File: config.mk
export PLATFORM = sky130hd
export DESIGN_NAME = track_recorder
export DESIGN_NICKNAME = d
export VERILOG_FILES = /design/src/rtl/track_recorder.sv
export SDC_FILE = /design/constraint.sdc
export NUM_CORES = 1
export LEC_CHECK = 0
export ABC_AREA = 1
export BUFFER_PORTS_ARGS = -buffer_cell sky130_fd_sc_hd__buf_2
export CAP_MARGIN = 20
export CORE_UTILIZATION = 40
export DETAILED_ROUTE_END_ITERATION = 8
export HOLD_SLACK_MARGIN = 0.03
export PLACE_DENSITY = 0.55
export SLEW_MARGIN = 20
export SYNTH_ARGS = -nofsm -noshare
export SYNTH_HDL_FRONTEND = slang
export SYNTH_SLANG_ARGS = --single-unit
File: constraint.sdc
create_clock -name clk -period 7.2 [get_ports clk]
set_input_delay 1.44 -clock clk [delete_from_list [all_inputs] [get_ports clk]]
set_output_delay 1.44 -clock clk [all_outputs]
set_load 0.005 [all_outputs]
File: src/rtl/track_recorder.sv
// -----------------------------------------------------------------------------
// track_recorder
//
// Pattern writer for the step sequencer. Live pad hits are synchronised,
// debounced with a lockout window, quantised to the nearest step using a
// measured step period, and written into the 16-step pattern that the track
// iterator plays back.
//
// State table:
//   state  | meaning
//   IDLE   | not recording; hits only pulse hit_accepted
//   ARMED  | waiting for the loop start (step_tick with track_iter == 0)
//   RECORD | hits are written into track_vec
//
// Ports:
//   clk          system clock
//   reset        asynchronous, active-high reset
//   pad_in       raw pad button, asynchronous to clk
//   step_tick    one-cycle pulse; track_iter already holds the new step
//   track_iter   current playback step
//   rec_start    one-cycle pulse, arms recording from IDLE
//   rec_stop     one-cycle pulse, aborts ARMED/RECORD
//   overdub      1 = OR hits into the pattern, 0 = overwrite reached steps
//   loop_rec     1 = keep recording across loop wraps
//   clear        one-cycle pulse, zeroes the pattern and the pending hit
//   track_vec    step pattern
//   state        00 IDLE, 01 ARMED, 10 RECORD
//   hit_accepted one-cycle pulse per accepted hit (any state)
//   rec_led      high in RECORD, toggles per step_tick in ARMED
// -----------------------------------------------------------------------------
module track_recorder #(
    parameter int unsigned       STEPS       = 16,
    parameter int unsigned       PHASE_W     = 24,
    parameter int unsigned       LOCKOUT_CYC = 2500000,
    parameter logic [STEPS-1:0]  INIT_VEC    = 16'h0000
) (
    input  logic                     clk,
    input  logic                     reset,
    input  logic                     pad_in,
    input  logic                     step_tick,
    input  logic [$clog2(STEPS)-1:0] track_iter,
    input  logic                     rec_start,
    input  logic                     rec_stop,
    input  logic                     overdub,
    input  logic                     loop_rec,
    input  logic                     clear,
    output logic [STEPS-1:0]         track_vec,
    output logic [1:0]               state,
    output logic                     hit_accepted,
    output logic                     rec_led
);

    localparam int unsigned IDX_W  = $clog2(STEPS);
    localparam int unsigned LOCK_W = (LOCKOUT_CYC > 1) ? $clog2(LOCKOUT_CYC) : 1;
    localparam logic [LOCK_W-1:0]  LOCK_LOAD = LOCK_W'(LOCKOUT_CYC - 1);
    localparam logic [PHASE_W-1:0] PHASE_MAX = '1;

    typedef enum logic [1:0] {
        S_IDLE   = 2'b00,
        S_ARMED  = 2'b01,
        S_RECORD = 2'b10
    } state_t;

    state_t             state_q, state_d;

    logic               sync1_q, sync2_q, sync3_q;
    logic               hit_q, hit_d;
    logic [LOCK_W-1:0]  lock_q, lock_d;
    logic [PHASE_W-1:0] phase_q, phase_d;
    logic [PHASE_W-1:0] period_q, period_d;
    logic [PHASE_W-1:0] phase_inc;
    logic [STEPS-1:0]   vec_q, vec_d;
    logic               pend_q, pend_d;
    logic               led_q, led_d;

    logic               rise;
    logic               accept;
    logic               early;
    logic [IDX_W-1:0]   target;
    logic               stop_act;
    logic               start_ev;
    logic               rec_tick;
    logic               exit_ev;
    logic               step_ev;
    logic               rec_hit;

    // ------------------------------------------------------------------
    // Pad path, lockout and period measurement
    // ------------------------------------------------------------------
    always_comb begin
        rise      = sync2_q & ~sync3_q;
        accept    = rise && (lock_q == '0);
        hit_d     = accept;

        lock_d = lock_q;
        if (accept) begin
            lock_d = LOCK_LOAD;
        end else if (lock_q != '0) begin
            lock_d = lock_q - 1'b1;
        end

        phase_inc = (phase_q == PHASE_MAX) ? PHASE_MAX : phase_q + 1'b1;
        phase_d   = step_tick ? '0 : phase_inc;
        // phase+1 on the tick is the number of cycles the finished step lasted
        period_d  = step_tick ? phase_inc : period_q;

        // Quantisation looks at the phase before any clear in this cycle
        early  = (period_q == '0) || (phase_q < (period_q >> 1));
        target = early ? track_iter : track_iter + 1'b1;
    end

    // ------------------------------------------------------------------
    // Recording events
    // ------------------------------------------------------------------
    always_comb begin
        stop_act = rec_stop && (state_q != S_IDLE);
        start_ev = (state_q == S_ARMED) && !stop_act && step_tick && (track_iter == '0);
        rec_tick = (state_q == S_RECORD) && !stop_act && step_tick;
        exit_ev  = rec_tick && (track_iter == '0) && !loop_rec;
        step_ev  = start_ev || (rec_tick && !exit_ev);
        rec_hit  = accept && (state_q == S_RECORD) && !stop_act;
    end

    // Pattern writes: step-start / exit first, then an early hit, clear last
    always_comb begin
        vec_d  = vec_q;
        pend_d = pend_q;

        if (exit_ev) begin
            vec_d[0] = vec_q[0] | pend_q;
            pend_d   = 1'b0;
        end
        if (step_ev) begin
            vec_d[track_iter] = overdub ? (vec_q[track_iter] | pend_q) : pend_q;
            pend_d            = 1'b0;
        end
        if (rec_hit && early) begin
            vec_d[target] = 1'b1;
        end
        // A late hit on the exit tick has no step left to land in
        if (rec_hit && !early && !exit_ev) begin
            pend_d = 1'b1;
        end
        if (stop_act) begin
            pend_d = 1'b0;
        end
        if (clear) begin
            vec_d  = '0;
            pend_d = 1'b0;
        end
    end

    // ------------------------------------------------------------------
    // FSM: state register
    // ------------------------------------------------------------------
    always_ff @(posedge clk or posedge reset) begin
        if (reset) begin
            state_q <= S_IDLE;
        end else begin
            state_q <= state_d;
        end
    end

    // FSM: next state
    always_comb begin
        state_d = state_q;
        case (state_q)
            S_IDLE: begin
                if (rec_start) begin
                    state_d = S_ARMED;
                end
            end
            S_ARMED: begin
                if (stop_act) begin
                    state_d = S_IDLE;
                end else if (start_ev) begin
                    state_d = S_RECORD;
                end
            end
            S_RECORD: begin
                if (stop_act || exit_ev) begin
                    state_d = S_IDLE;
                end
            end
            default: state_d = S_IDLE;
        endcase
    end

    // FSM: outputs
    always_comb begin
        state        = state_q;
        rec_led      = (state_q == S_RECORD) || ((state_q == S_ARMED) && led_q);
        hit_accepted = hit_q;
        track_vec    = vec_q;
    end

    // Blink phase only runs while armed; it restarts from 0 on every arm
    always_comb begin
        led_d = (state_q == S_ARMED) ? (led_q ^ step_tick) : 1'b0;
    end

    // ------------------------------------------------------------------
    // Datapath registers
    // ------------------------------------------------------------------
    always_ff @(posedge clk or posedge reset) begin
        if (reset) begin
            sync1_q  <= 1'b0;
            sync2_q  <= 1'b0;
            sync3_q  <= 1'b0;
            hit_q    <= 1'b0;
            lock_q   <= '0;
            phase_q  <= '0;
            period_q <= '0;
            vec_q    <= INIT_VEC;
            pend_q   <= 1'b0;
            led_q    <= 1'b0;
        end else begin
            sync1_q  <= pad_in;
            sync2_q  <= sync1_q;
            sync3_q  <= sync2_q;
            hit_q    <= hit_d;
            lock_q   <= lock_d;
            phase_q  <= phase_d;
            period_q <= period_d;
            vec_q    <= vec_d;
            pend_q   <= pend_d;
            led_q    <= led_d;
        end
    end

endmodule

==> results.cfg <==
[global_route]
grt_max_degree = 65
grt_pass1_wl_mm = 23.89
antenna_found_initial = 0
grt_pass1_vias = 4885
overflow = 0
track_usage_pct = 20.48

[clock_tree]
clk_pin_slew_ps = 60
cts_resized = 0
numClockSinks = 94
cts_buffer_depth = 2
cts_root_buffer = clkbuf_16
cts_made_buffers = 9
postCtsSetupRepairBufs = 0
cts_tree = done
clock_latency_ps = 350
cts_hold_buf = 0
h-tree-depth = 3

[synth]
ys_warn_count = 0
synth.cell_area_um2 = 5781
synth_area_leaders = dfrtp_1 41%, nand2_1 10%, inv_1 6.2%
synth_edf_count = 0
synth_nets = 786
netlist_instances = 745
ys.flop_type = dfrtp_1
synth-async-reset-ratio_pct = 100.0
synth_seq_area_share_pct = 40.69
yosys.area.top_type_share_pct = 40.69
synth_cell_types = 46
synth.largest_area_cell = dfrtp_1
syn_area_per_cell_um2 = 7.759
ys_seq_elements = 94

[final_layout]
n_antenna_cell = 0
post-route-cell-area_um2 = 6382
layout-drive-gt1-share_pct = 14.06
final_cell_mix = 155 x nand2_1, 95 x inv_1, 94 x dfrtp_1
syn2layout_area_growth_pct = 10.41
fill_cells = 1455
layout_commonest_cell = nand2_1
final_util_pct = 45.63
fin_nets = 813
instances_no_fill = 955

[routing]
finalWirelength_mm = 13.75
drt_iter0_markers = 310
drtAntennaViolNets = 0
num_vias = 4896
remaining_drc_errors = 0
route.detailed.wl_per_inst_um = 14.40
first_pass_iters = 5
vias_per_cell = 5.127

[status]
status = complete, no violations

[timing]
fin_crit_sh_pct = 51.74
fin_crit_ps = 3726
tightest_slew_ps = 1072
hold_viol = 0
relSlewSlack_pct = 28.52
rsz0062_at_grt = false
whs_ps = 349.2
finalMaxSlewViolations = 0
worst_slack_ps = 3474
fmax_mhz = 268.4
skew_ps = 8.450
fin_setup_tns_ps = 0
final-setup-viol-count = 0

[placed_design]
dp.cells = 941
pre_cts_slack_ps = 3148
placed_cell_area_um2 = 6093
portBuffers = 32
place_hpwl_mm = 9.977
place_congestion = 0.8709

[worst_setup_path]
reg2reg_setup_slack_ps = 4740
required_ps = 7410
path_cells = buf_2 > inv_1 > o21ai_4 > nand2_4 > o21ai_0 > a21boi_1 > a21oi_1
arrival_ps = 3940
slowest_stage = buf_2
path_class = in -> reg
slowest_delay_ps = 780
cp-start-kind = primary input
crit_buf_inv = 2
cp_max_fo = 62
end_kind = flip-flop
cpLargestDelayFamily = buffers and inverters

[power]
power.density_nw_per_um2 = 205.9
total_power_mw = 1.314
peakVddDrop_mv = 0.1113
leakagePower_nw = 3.172

[floorplanning]
io_pins = 33
die_w_um = 122.2
rows = 43
core_area_um2 = 13990
die_h_um = 122.2
die_area_um2 = 14940
initial_utilization_pct = 41.32

[job]
drv_cap = 0

[hold_path]
hp-class = reg -> reg
[worst register-to-register path: stages, from the launching register on]
cell,delay [ps]
dfrtp_1,430
ha_1,220
nand2_1,80
nor2_2,210
inv_2,100
nor4_4,260
nand3_2,160
inv_2,100
nand3_4,320
nand3_1,270
nand2_1,70
o21ai_0,120
[path summary, 6_finish.rpt]
| kind | depth (start not counted) | to | start |
|---|---|---|---|
| hold / removal | 0 | sync2_q$_DFF_PP0_ | sync1_q$_DFF_PP0_ |
| setup / recovery | 7 | track_vec[1]$_DFF_PP0_ | step_tick |
| min in group asynchronous | 2 | phase_q[5]$_DFF_PP0_ | reset |
| max in group asynchronous | 3 | track_vec[13]$_DFF_PP0_ | reset |
| hold reg to reg | 0 | sync2_q$_DFF_PP0_ | sync1_q$_DFF_PP0_ |
| setup reg to reg | 11 | period_q[20]$_DFFE_PP0P_ | phase_q[0]$_DFF_PP0_ |
[where the power goes]
part / switching [mW] / leakage, nW / total [mW] / internal (mW)
sequential: 0.0422 / 1.25 / 0.621 / 0.579
clock: 0.201 / 0.138 / 0.477 / 0.276
combinational: 0.140 / 1.79 / 0.216 / 0.0761
[kinds of logic after synthesis]
group,Yosys count,synth area share (%)
AND/OR/NAND/NOR,357,28.90
adder cells (fa/ha/maj),28,6.061
buffers and inverters,119,8.052
flip-flops,94,40.69
multiplexers,2,0.3463
XOR/XNOR,23,3.485
AO/OA/AOI/OAI,122,12.47
[layer usage]
metal	vias to the layer above	routed length, µm	track usage [%]
met3	14	545	3.717
li1	2460	-	-
met5	-	0	0
met1	2327	6624	27.58
met2	95	6387	33.18
met4	0	196	6.631
[flip-flops by register name, indices dropped and copies added (netlist names), 2 cells and up]
name / flops
track_vec: 16
phase_q: 24
state: 2
lock_q: 22
period_q: 24
[final cells by class]
| cell class | instances | area [µm²] | area share [%] |
|---|---|---|---|
| multi-input combinational | 532 | 2963 | 46.42 |
| sequential | 94 | 2352 | 36.86 |
| inverter | 102 | 385.4 | 6.038 |
| clock buffer | 11 | 242.7 | 3.803 |
| tap | 180 | 225.2 | 3.529 |
| timing repair buffer | 33 | 167.7 | 2.627 |
| clock inverter | 3 | 46.29 | 0.7253 |
[cells in the mapped netlist, types with 3 or more instances]
cell type,count
nor2_2,15
buf_2,6
ha_1,28
a21boi_2,8
clkbuf_1,7
nand4_1,11
inv_2,6
nand3b_1,4
nand2_4,4
nor3_4,3
xnor2_1,10
nor4_1,7
a21oi_1,40
nand2_2,10
nor2_1,88
or2_2,7
o21ai_1,6
inv_1,96
nor3_1,13
nand2_1,155
nand3_1,31
a21boi_1,5
dfrtp_1,94
a31oi_1,11
xor2_1,13
o21ai_0,41
o22ai_1,4
Note: power is estimated with default switching activity, not from simulation.
